## src/rtl/tri_fifo_pkg.sv

```systemverilog
// tri_fifo_pkg: shared FSM state type and sizing helper for the deskew bank
package tri_fifo_pkg;
   typedef enum logic [1:0] {IDLE, COLLECT, ERR} deskew_state_t;
   function automatic int row_idx_width(input int rows);
      return $clog2(rows);
   endfunction
endpackage

```

## src/rtl/tri_fifo_deskew_if.sv

```systemverilog
// tri_fifo_deskew_if: skewed lane inputs and aligned row outputs of the deskew bank
interface tri_fifo_deskew_if
   import tri_fifo_pkg::*;
#(
   parameter int BIT_WIDTH = 32,
   parameter int TRI_LENGTH = 16,
   parameter int ROWS_PER_TILE = 16
);
   localparam int RW = row_idx_width(ROWS_PER_TILE);
   logic [TRI_LENGTH-1:0] enable_in;
   logic [TRI_LENGTH-1:0][BIT_WIDTH-1:0] data_in;
   logic valid_out;
   logic [TRI_LENGTH-1:0][BIT_WIDTH-1:0] data_out;
   logic [RW-1:0] row_idx;
   logic row_last;
   logic align_err;
   modport master(output enable_in, data_in, input valid_out, data_out, row_idx, row_last, align_err);
   modport slave(input enable_in, data_in, output valid_out, data_out, row_idx, row_last, align_err);
endinterface

```

## src/rtl/tri_delay_lane.sv

```systemverilog
// tri_delay_lane: enable+data shift chain of DEPTH stages; DEPTH 0 is a wire-through
module tri_delay_lane #(
   parameter int DATA_WIDTH = 32,
   parameter int DEPTH = 1
) (
   input  logic clk,
   input  logic rst,
   input  logic en,
   input  logic [DATA_WIDTH-1:0] data,
   output logic en_dly,
   output logic [DATA_WIDTH-1:0] data_dly
);
   generate
      if (DEPTH == 0) begin : g_wire
         logic unused_ok;
         assign unused_ok = clk | rst;
         assign en_dly = en;
         assign data_dly = data;
      end else begin : g_chain
         logic [DEPTH-1:0] en_q;
         logic [DEPTH-1:0][DATA_WIDTH-1:0] data_q;
         // data shifts every cycle regardless of enable
         always_ff @(posedge clk) begin
            if (rst) begin
               en_q <= '0;
               data_q <= '0;
            end else begin
               en_q[0] <= en;
               data_q[0] <= data;
               for (int k = 1; k < DEPTH; k++) begin
                  en_q[k] <= en_q[k-1];
                  data_q[k] <= data_q[k-1];
               end
            end
         end
         assign en_dly = en_q[DEPTH-1];
         assign data_dly = data_q[DEPTH-1];
      end
   endgenerate
endmodule

```

## src/rtl/tri_fifo_deskew.sv

```systemverilog
// tri_fifo_deskew: realigns diagonally skewed lanes into rows with tile index and sticky misalignment flag
module tri_fifo_deskew
   import tri_fifo_pkg::*;
#(
   parameter int BIT_WIDTH = 32,
   parameter int TRI_LENGTH = 16,
   parameter int ROWS_PER_TILE = 16
) (
   input logic clk,
   input logic rst,
   tri_fifo_deskew_if.slave bus
);
   localparam int RW = row_idx_width(ROWS_PER_TILE);
   localparam logic [RW-1:0] LAST = RW'(ROWS_PER_TILE - 1);
   logic [TRI_LENGTH-1:0] e;
   logic [TRI_LENGTH-1:0][BIT_WIDTH-1:0] d;
   deskew_state_t state, state_n;
   logic [RW-1:0] cnt, cnt_n;
   logic full, mixed, take, wrap;
   genvar i;
   generate
      for (i = 0; i < TRI_LENGTH; i++) begin : g_lane
         tri_delay_lane #(.DATA_WIDTH(BIT_WIDTH), .DEPTH(TRI_LENGTH - 1 - i)) u_lane (
            .clk(clk),
            .rst(rst),
            .en(bus.enable_in[i]),
            .data(bus.data_in[i]),
            .en_dly(e[i]),
            .data_dly(d[i])
         );
      end
   endgenerate
   // cnt is the index the next aligned row will carry
   always_comb begin
      full = &e;
      mixed = |e & ~full;
      take = (state != ERR) && full;
      wrap = cnt == LAST;
      state_n = (state == ERR || mixed) ? ERR : take ? (wrap ? IDLE : COLLECT) : state;
      cnt_n = take ? (wrap ? '0 : cnt + RW'(1)) : cnt;
   end
   always_ff @(posedge clk) begin
      if (rst) begin
         state <= IDLE;
         cnt <= '0;
         bus.valid_out <= 1'b0;
         bus.data_out <= '0;
         bus.row_idx <= '0;
         bus.row_last <= 1'b0;
         bus.align_err <= 1'b0;
      end else begin
         state <= state_n;
         cnt <= cnt_n;
         bus.valid_out <= take;
         bus.row_last <= take && wrap;
         bus.align_err <= state_n == ERR;
         if (take) begin
            bus.data_out <= d;
            bus.row_idx <= cnt;
         end
      end
   end
endmodule
```

## src/flat_wrapper.sv

```systemverilog
// flat-port wrapper written by rule: the top's interface ports become plain ports
module tri_fifo_deskew_flat import tri_fifo_pkg::*;
#(
   parameter int BIT_WIDTH = 32,
   parameter int TRI_LENGTH = 16,
   parameter int ROWS_PER_TILE = 16
)
  (clk, rst, bus_enable_in, bus_data_in, bus_valid_out, bus_data_out, bus_row_idx, bus_row_last, bus_align_err);
  tri_fifo_deskew_if #(.BIT_WIDTH(BIT_WIDTH), .TRI_LENGTH(TRI_LENGTH), .ROWS_PER_TILE(ROWS_PER_TILE)) bus_i ();
  input logic clk;
  input logic rst;
  input wire logic [$bits(bus_i.enable_in)-1:0] bus_enable_in;
  input wire logic [$bits(bus_i.data_in)-1:0] bus_data_in;
  output wire logic [$bits(bus_i.valid_out)-1:0] bus_valid_out;
  output wire logic [$bits(bus_i.data_out)-1:0] bus_data_out;
  output wire logic [$bits(bus_i.row_idx)-1:0] bus_row_idx;
  output wire logic [$bits(bus_i.row_last)-1:0] bus_row_last;
  output wire logic [$bits(bus_i.align_err)-1:0] bus_align_err;
  assign bus_i.enable_in = bus_enable_in;
  assign bus_i.data_in = bus_data_in;
  assign bus_valid_out = bus_i.valid_out;
  assign bus_data_out = bus_i.data_out;
  assign bus_row_idx = bus_i.row_idx;
  assign bus_row_last = bus_i.row_last;
  assign bus_align_err = bus_i.align_err;
  tri_fifo_deskew #(.BIT_WIDTH(BIT_WIDTH), .TRI_LENGTH(TRI_LENGTH), .ROWS_PER_TILE(ROWS_PER_TILE)) u_core (.clk(clk), .rst(rst), .bus(bus_i));
endmodule
```

## config.mk

```make
export PLATFORM = sky130hd
export DESIGN_NAME = tri_fifo_deskew_flat
export DESIGN_NICKNAME = d
export VERILOG_FILES = /design/src/rtl/tri_fifo_pkg.sv /design/src/rtl/tri_fifo_deskew_if.sv /design/src/rtl/tri_delay_lane.sv /design/src/rtl/tri_fifo_deskew.sv /design/src/flat_wrapper.sv
export SDC_FILE = /design/constraint.sdc
export NUM_CORES = 2
export LEC_CHECK = 0
export CAP_MARGIN = 0
export CORE_MARGIN = 2
export CORE_UTILIZATION = 30
export DETAILED_ROUTE_END_ITERATION = 10
export GPL_TIMING_DRIVEN = 1
export HOLD_SLACK_MARGIN = 0.12
export RECOVER_POWER = 25
export SYNTH_ARGS = -nofsm -noshare
export SYNTH_HDL_FRONTEND = slang
export SYNTH_HIERARCHICAL = 1
export SYNTH_SLANG_ARGS = --single-unit
```

## constraint.sdc

```tcl
create_clock -name clk -period 3.1 [get_ports clk]
set_input_delay 0.62 -clock clk [delete_from_list [all_inputs] [get_ports clk]]
set_output_delay 0.62 -clock clk [all_outputs]
set_load 0.01 [all_outputs]
```

Word-level counts from Yosys, hierarchy flattened
Cells that the tools add are included.
{"block": "totals", "out_inout_bits": 519, "ff_bits": 4485, "word_cells": 173}
{"block": "op_classes", "n_bitwise": 2, "eq_ne": 4, "muxes": 4, "add_sub_neg": 1, "n_reduce_logical": 5}
{"operator": "16-bit AND reduction", "n": 1}
{"operator": "16-bit OR reduction", "n": 1}
{"operator": "4-bit by 1-bit adder with 4-bit output, second input constant", "n": 1}
{"operator": "2-bit equality test, second input constant", "n": 2}
{"operator": "4-bit equality test, second input constant", "n": 1}
{"operator": "2-bit 2-to-1 mux", "n": 2}
{"operator": "4-bit 2-to-1 mux", "n": 1}
{"operator": "1-bit logical AND", "n": 2}
{"operator": "2-bit inequality test, second input constant", "n": 1}
{"operator": "1-bit AND", "n": 1}
{"operator": "1-bit logical OR", "n": 1}
{"operator": "1-bit 2-to-1 mux", "n": 1}
{"operator": "1-bit inverter", "n": 1}

Longest topological paths before layout
{"block": "logic_depth", "ltp_word": 6, "ltp_mapped": 9}

Modules after synthesis
The synthesis kept the hierarchy.
{"module": "tri_fifo_deskew", "area_per_inst_um2": 15900.2, "instances": 1, "cells_per_inst": 1201}
{"module": "tri_delay_lane (u_core.g_lane[0].u_lane)", "area_per_inst_um2": 13837.0, "instances": 1, "cells_per_inst": 1077}
{"module": "tri_delay_lane (u_core.g_lane[1].u_lane)", "area_per_inst_um2": 12662.1, "instances": 1, "cells_per_inst": 1007}
{"module": "tri_delay_lane (u_core.g_lane[2].u_lane)", "area_per_inst_um2": 12300.5, "instances": 1, "cells_per_inst": 938}
{"module": "tri_delay_lane (u_core.g_lane[3].u_lane)", "area_per_inst_um2": 11105.7, "instances": 1, "cells_per_inst": 868}
{"module": "tri_delay_lane (u_core.g_lane[4].u_lane)", "area_per_inst_um2": 9978.3, "instances": 1, "cells_per_inst": 798}
{"module": "tri_delay_lane (u_core.g_lane[5].u_lane)", "area_per_inst_um2": 9875.7, "instances": 1, "cells_per_inst": 729}
{"module": "tri_delay_lane (u_core.g_lane[6].u_lane)", "area_per_inst_um2": 8205.4, "instances": 1, "cells_per_inst": 659}
{"module": "tri_delay_lane (u_core.g_lane[7].u_lane)", "area_per_inst_um2": 7322.0, "instances": 1, "cells_per_inst": 589}
{"module": "tri_delay_lane (u_core.g_lane[8].u_lane)", "area_per_inst_um2": 6429.9, "instances": 1, "cells_per_inst": 519}
{"module": "tri_delay_lane (u_core.g_lane[9].u_lane)", "area_per_inst_um2": 5871.9, "instances": 1, "cells_per_inst": 450}
{"module": "tri_delay_lane (u_core.g_lane[10].u_lane)", "area_per_inst_um2": 4664.5, "instances": 1, "cells_per_inst": 380}
{"module": "tri_delay_lane (u_core.g_lane[11].u_lane)", "area_per_inst_um2": 3798.6, "instances": 1, "cells_per_inst": 310}
{"module": "tri_delay_lane (u_core.g_lane[12].u_lane)", "area_per_inst_um2": 2915.3, "instances": 1, "cells_per_inst": 241}
{"module": "+3 rows"}

Worst setup path before layout
No wires, ideal clock.
{"block": "synth_path", "path_type": "input to register", "startpoint": "input bus_enable_in[15]", "endpoint": "register u_core.bus.data_out[100]", "required_ns": 2.983, "setup_time_ns": 0.117, "path_buffers": 4, "path_slack_ns": 0.892, "stages": 8, "arrival_ns": 2.091, "path_cell_list": "buf_4 > nand4_1 > nor4_2 > a21oi_1 > clkbuf_1 > clkbuf_1 > buf_2 > a22o_1"}
{"block": "synth_via", "elab_chain_len": 2}
{"item": "start: declaration", "line": "flat_wrapper.sv:12", "rtl": "input wire logic [$bits(bus_i.enable_in)-1:0] bus_enable_in;"}
{"item": "16-bit AND reduction", "line": "tri_fifo_deskew.sv:35", "rtl": "full = &e;"}
{"item": "1-bit logical AND", "line": "tri_fifo_deskew.sv:37", "rtl": "take = (state != ERR) && full;"}
{"item": "end signal: assignment", "line": "tri_fifo_deskew.sv:47", "rtl": "bus.data_out <= '0;"}
{"item": "end signal: assignment", "line": "tri_fifo_deskew.sv:58", "rtl": "bus.data_out <= d;"}
{"item": "end: declaration", "line": "tri_fifo_deskew_if.sv:18", "rtl": "modport slave(input enable_in, data_in, output valid_out, data_out, row_idx, row_last, align_err);"}
No other way between the ends.
A chain may end at the register's enable or synchronous reset.

Final worst setup path
{"block": "layout_path", "startpoint": "input rst", "endpoint": "register u_core/g_lane[5].u_lane/g_chain.data_q[75] in the netlist's numbering"}
{"item": "start: declaration", "line": "flat_wrapper.sv:11", "rtl": "input logic rst;"}
{"item": "end signal: indexed assignment", "line": "tri_delay_lane.sv:32", "rtl": "data_q[k] <= data_q[k-1];"}
{"item": "end: declaration", "line": "tri_delay_lane.sv:21", "rtl": "logic [DEPTH-1:0][DATA_WIDTH-1:0] data_q;"}
No word-level cell between the ends.

==> flow_summary.rst <==
.. list-table::
   :header-rows: 1

   * - Metric
     - Value
   * - Run status
     - finished with violations
   * - Violated checks
     - max-capacitance violations, max-slew violations
   * - Maximum Capacitance Violations
     - 5
   * - Simple-gate share of the synthesized area
     - 0.2028
   * - Layout Cell Area excl Fill
     - between 0.15 and 0.2 mm²
   * - Worst hold-check path type
     - in2reg
   * - Power density relative to cell area
     - 740.0 mW/mm²
   * - Slew at the pin with the worst max-slew slack
     - approximately 2.1 ns
   * - TritonCTS Buffers
     - 438
   * - Area taken by multi-input logic gates
     - slightly above 0.03 mm²
   * - Largest net degree at the start of global routing
     - approximately 210
   * - Multiplexer fraction of the synthesized cell area
     - 0
   * - Detailed placer's ending HPWL
     - 165.6 mm
   * - Peak supply drop
     - between 0.5 and 0.6 mV
   * - Overall track demand over capacity in global routing
     - 0.1100
   * - Floorplan die area
     - ~0.43 mm²
   * - Instance area after placement
     - roughly 0.14 mm²
   * - Max Transition Viols Final
     - between 500 and 600
   * - Total wire length after detailed routing
     - between 200 and 250 mm
   * - Via density
     - roughly 3.7
   * - Setup Viol. Count Final
     - 0
   * - Final Core Density
     - 0.3684
   * - Setup crit start kind
     - primary input
   * - Worst R2R Setup Slack
     - 0.78 ns
   * - Busiest metal layer after global routing
     - met2
   * - Unrepaired setup endpoints after global routing
     - false
   * - # port buffers
     - between 1000 and 1500
   * - Xor-xnor portion of the synthesized cell area
     - 0
   * - Post-route antenna net violation count
     - 0
   * - Count of H-tree levels built during CTS
     - 5
   * - TritonCTS clock tree
     - yes
   * - Count of filler cells inserted in the layout
     - between 40000 and 50000
   * - Number of top-level pins
     - 1049
   * - CTS Root Buffer Type
     - sky130_fd_sc_hd__clkbuf_16
   * - Slew HR
     - -0.3861
   * - Worst setup skew after layout
     - ~0.07 ns
   * - Leakage power summed over all cells
     - between 0.05 and 0.06 µW
   * - Post-route DRC
     - 0
   * - Maximum fanout along the worst path
     - 85
   * - Tcrit/Tclk final
     - 0.9422
   * - Met1 track demand over resource
     - 0.1311
   * - Post-Syn Nets
     - 10570
   * - Adder-cell share of the synthesized area
     - 0.00009772
   * - Biggest cell delay along the critical path
     - 1.55 ns
   * - Synth Instances
     - 10040
   * - Routed length per placed instance
     - 14.69 µm
   * - Clk_lat worst skew
     - just under 1 ns
   * - GRT Residual Overflow
     - 0
   * - Initial antenna violation count
     - roughly 70
   * - Final-stage net count
     - ~11000
   * - Type of destination of the critical path
     - register
   * - Sum of negative setup slack
     - 0 ns
   * - Number of distinct standard cells referenced by the synthesized netlist
     - 30
   * - Worst hold margin
     - approximately 0.24 ns
   * - Number of warnings printed during yosys synthesis
     - 6
   * - Register bit total from synthesis
     - around 4500
   * - Number of sinks handled by clock tree synthesis
     - ~4500
   * - Drt initial violations
     - ~3000
   * - Minimum period implied by the final worst setup slack
     - approximately 2.9 ns
   * - Seq. cell area
     - around 0.090 mm²
   * - Critical path data required time
     - 3.78 ns
   * - RePlAce Congestion
     - around 0.8
   * - Total standard cell area after synthesis
     - 0.1280 mm²
   * - Total core area
     - approximately 0.42 mm²
   * - Layout cells sized above 1
     - 0.1110
   * - First-pass DRT Iterations
     - 5
   * - Height of the chip
     - 657.3 µm
   * - Type of the worst setup path
     - in2reg
   * - First-pass GRT wire length
     - about 370 mm
   * - Share of synthesized area occupied by flip-flops and latches
     - 0.7012
   * - Data arrival time of the critical path
     - ~3.6 ns
   * - Synthesized-area fraction occupied by ao, oa, aoi and oai cells
     - 0.03588
   * - Post-CTS repair timing setup buffer count
     - 0
   * - CP Buf/Inv Count
     - 3
   * - Bufs on Longest Clock Path
     - 4
   * - Total via count after detailed routing
     - 62010
   * - Initial standard-cell utilization of the core
     - 0.3017
   * - Clock-pin slew reported for the worst setup and hold paths after clock tree synthesis
     - approximately 0.060 ns
   * - Horizontal extent of the die
     - around 660 µm
   * - Number of global-route vias before repair
     - ~60000
   * - Area growth from synthesis to final layout
     - 22.08%
   * - Final hold vios
     - 0
   * - Met3 Resource Use GR
     - 0.02411
   * - Critical path's top delay family
     - buffers and inverters
   * - Met2 layer usage reported by global route
     - 0.1950
   * - Number of standard-cell rows in the floorplan
     - roughly 240
   * - Average cell area after synthesis
     - between 10 and 15 µm²
   * - Max Clk Rate
     - 342.4 MHz
   * - Largest family of logic cells by synthesized area
     - simple AND/OR/NAND/NOR gates
   * - CP max-delay cell
     - sky130_fd_sc_hd__clkbuf_2
   * - Critical Path, Cell by Cell
     - dlygate4sd3_1 -> buf_16 -> clkbuf_2 -> nor2b_1
cells by family (layout without fill, tap and decap cells):
family	Yosys count	after routing
flops	4485	4485
compound gates	528	528
fa+ha+maj	1	1
other cells	0	19
buf+inv	1039	2148
simple gates	3986	3986
where the power goes:
part	internal (µW)	switching, µW	total [µW]
clock network	31700	22400	54200
logic	1370	1390	2760
registers	58500	211	58800
state kept, by name, indices dropped and copies added, names as in the netlist:
signal / cells
u_core/bus.valid_out: 1
u_core/g_lane.u_lane/g_chain.en_q: 119
u_core/g_lane.u_lane/en_dly: 1
u_core/state: 2
u_core/g_lane.u_lane/data_dly: 480
u_core/bus.row_last: 1
u_core/bus.row_idx: 4
u_core/g_lane.u_lane/g_chain.data_q: 3360
u_core/bus.data_out: 512
u_core/cnt: 4
u_core/bus.align_err: 1
area by class of cell:
class,instances,share of cell area
sequential,4485,0.5744
multi-input combinational,4515,0.1952
timing repair buffer,1342,0.08724
clock buffer,634,0.08258
tap,5663,0.04533
clock inverter,168,0.01480
antenna,19,0.0003042
inverter,4,0.00009606
synthesized netlist by cell type:
library cell               count  area, µm²
sky130_fd_sc_hd__o21ai_0       2      10.01
sky130_fd_sc_hd__nor2_1        4      15.01
sky130_fd_sc_hd__nand2_1       2      7.510
sky130_fd_sc_hd__nor3_2        1      10.01
sky130_fd_sc_hd__buf_4       511       3836
sky130_fd_sc_hd__buf_6       198       2230
sky130_fd_sc_hd__a32oi_1       1      8.760
sky130_fd_sc_hd__nor3_1        1      5.000
sky130_fd_sc_hd__or2_2         1      6.260
sky130_fd_sc_hd__a22o_1      517       4528
sky130_fd_sc_hd__buf_8         3      45.04
sky130_fd_sc_hd__nor2b_2     410       3591
sky130_fd_sc_hd__nand4_1       5      31.28
sky130_fd_sc_hd__nand3_1       1      5.000
sky130_fd_sc_hd__ha_1          1      12.51
sky130_fd_sc_hd__nor2b_1    3552      22220
sky130_fd_sc_hd__and4_1        1      8.760
sky130_fd_sc_hd__dfxtp_1    4485      89790
sky130_fd_sc_hd__nor4_1        5      31.28
sky130_fd_sc_hd__nor4_2        1      12.51
sky130_fd_sc_hd__buf_12        1      20.02
sky130_fd_sc_hd__a31oi_1       1      6.260
sky130_fd_sc_hd__nand4b_1      1      8.760
sky130_fd_sc_hd__inv_1         4      15.01
sky130_fd_sc_hd__a21oi_1       5      25.02
sky130_fd_sc_hd__buf_2       266       1331
sky130_fd_sc_hd__o21a_1        1      7.510
sky130_fd_sc_hd__a31o_2        1      8.760
sky130_fd_sc_hd__clkbuf_1     56      210.2
sky130_fd_sc_hd__or4_1         1      7.510
worst paths after layout:
check,end,startpoint,cells past startpoint
worst max-delay path,u_core/g_lane[5].u_lane/g_chain.data_q[75],rst,4
worst min-delay path,u_core/g_lane[5].u_lane/g_chain.data_q[2],bus_data_in[162],2
worst max register to register,u_core/bus.data_out[453],u_core/state[1],7
worst min register to register,u_core/g_lane[1].u_lane/g_chain.data_q[106],u_core/g_lane[1].u_lane/g_chain.data_q[74],1
metal layers:
layer / share of wire / wire [µm]
met4: 0.031 / 7680
met5: 0.00027 / 66
met3: 0.047 / 11610
met2: 0.49 / 121700
met1: 0.43 / 106200
metrics by stage:
step | cells | setup slack, ns | power (µW)
after global routing | 16820 | 0.07680 | 120000
after CTS | 16810 | 0.03323 | 117500
after global placement | 15850 | 0.1465 | 62690
after floorplan | 10040 | 0.8925 | 61740
after detailed placement | 15850 | 0.1245 | 62710
final | 16830 | 0.1790 | 115700
layout by cell type (no fill, tap or decap), types with 5 or more instances in the layout:
master	synthesis	final
sky130_fd_sc_hd__dfxtp_1	4485	4485
sky130_fd_sc_hd__nor2b_1	3552	3580
sky130_fd_sc_hd__clkdlybuf4s50_1	0	1040
sky130_fd_sc_hd__a22o_1	517	517
sky130_fd_sc_hd__clkbuf_16	0	439
sky130_fd_sc_hd__nor2b_2	410	382
sky130_fd_sc_hd__dlygate4sd3_1	0	161
sky130_fd_sc_hd__clkbuf_8	0	119
sky130_fd_sc_hd__clkbuf_1	56	92
sky130_fd_sc_hd__clkinv_2	0	77
sky130_fd_sc_hd__buf_4	511	57
sky130_fd_sc_hd__buf_12	1	50
sky130_fd_sc_hd__bufinv_16	0	31
sky130_fd_sc_hd__clkinv_16	0	20
sky130_fd_sc_hd__diode_2	0	19
sky130_fd_sc_hd__clkinvlp_4	0	12
sky130_fd_sc_hd__clkbuf_2	0	12
sky130_fd_sc_hd__inv_6	0	10
sky130_fd_sc_hd__clkinv_4	0	8
sky130_fd_sc_hd__inv_8	0	5
sky130_fd_sc_hd__nand4_1	5	5
sky130_fd_sc_hd__nor4_1	5	5
repair_timing:
action / 4_1_cts / 5_1_grt
resized for setup: 1 / 0
setup endpoints to repair: 1 / 0
hold endpoints to repair: 163 / 0
hold buffers: 161 / 0
(Power assumes the default switching activity.)
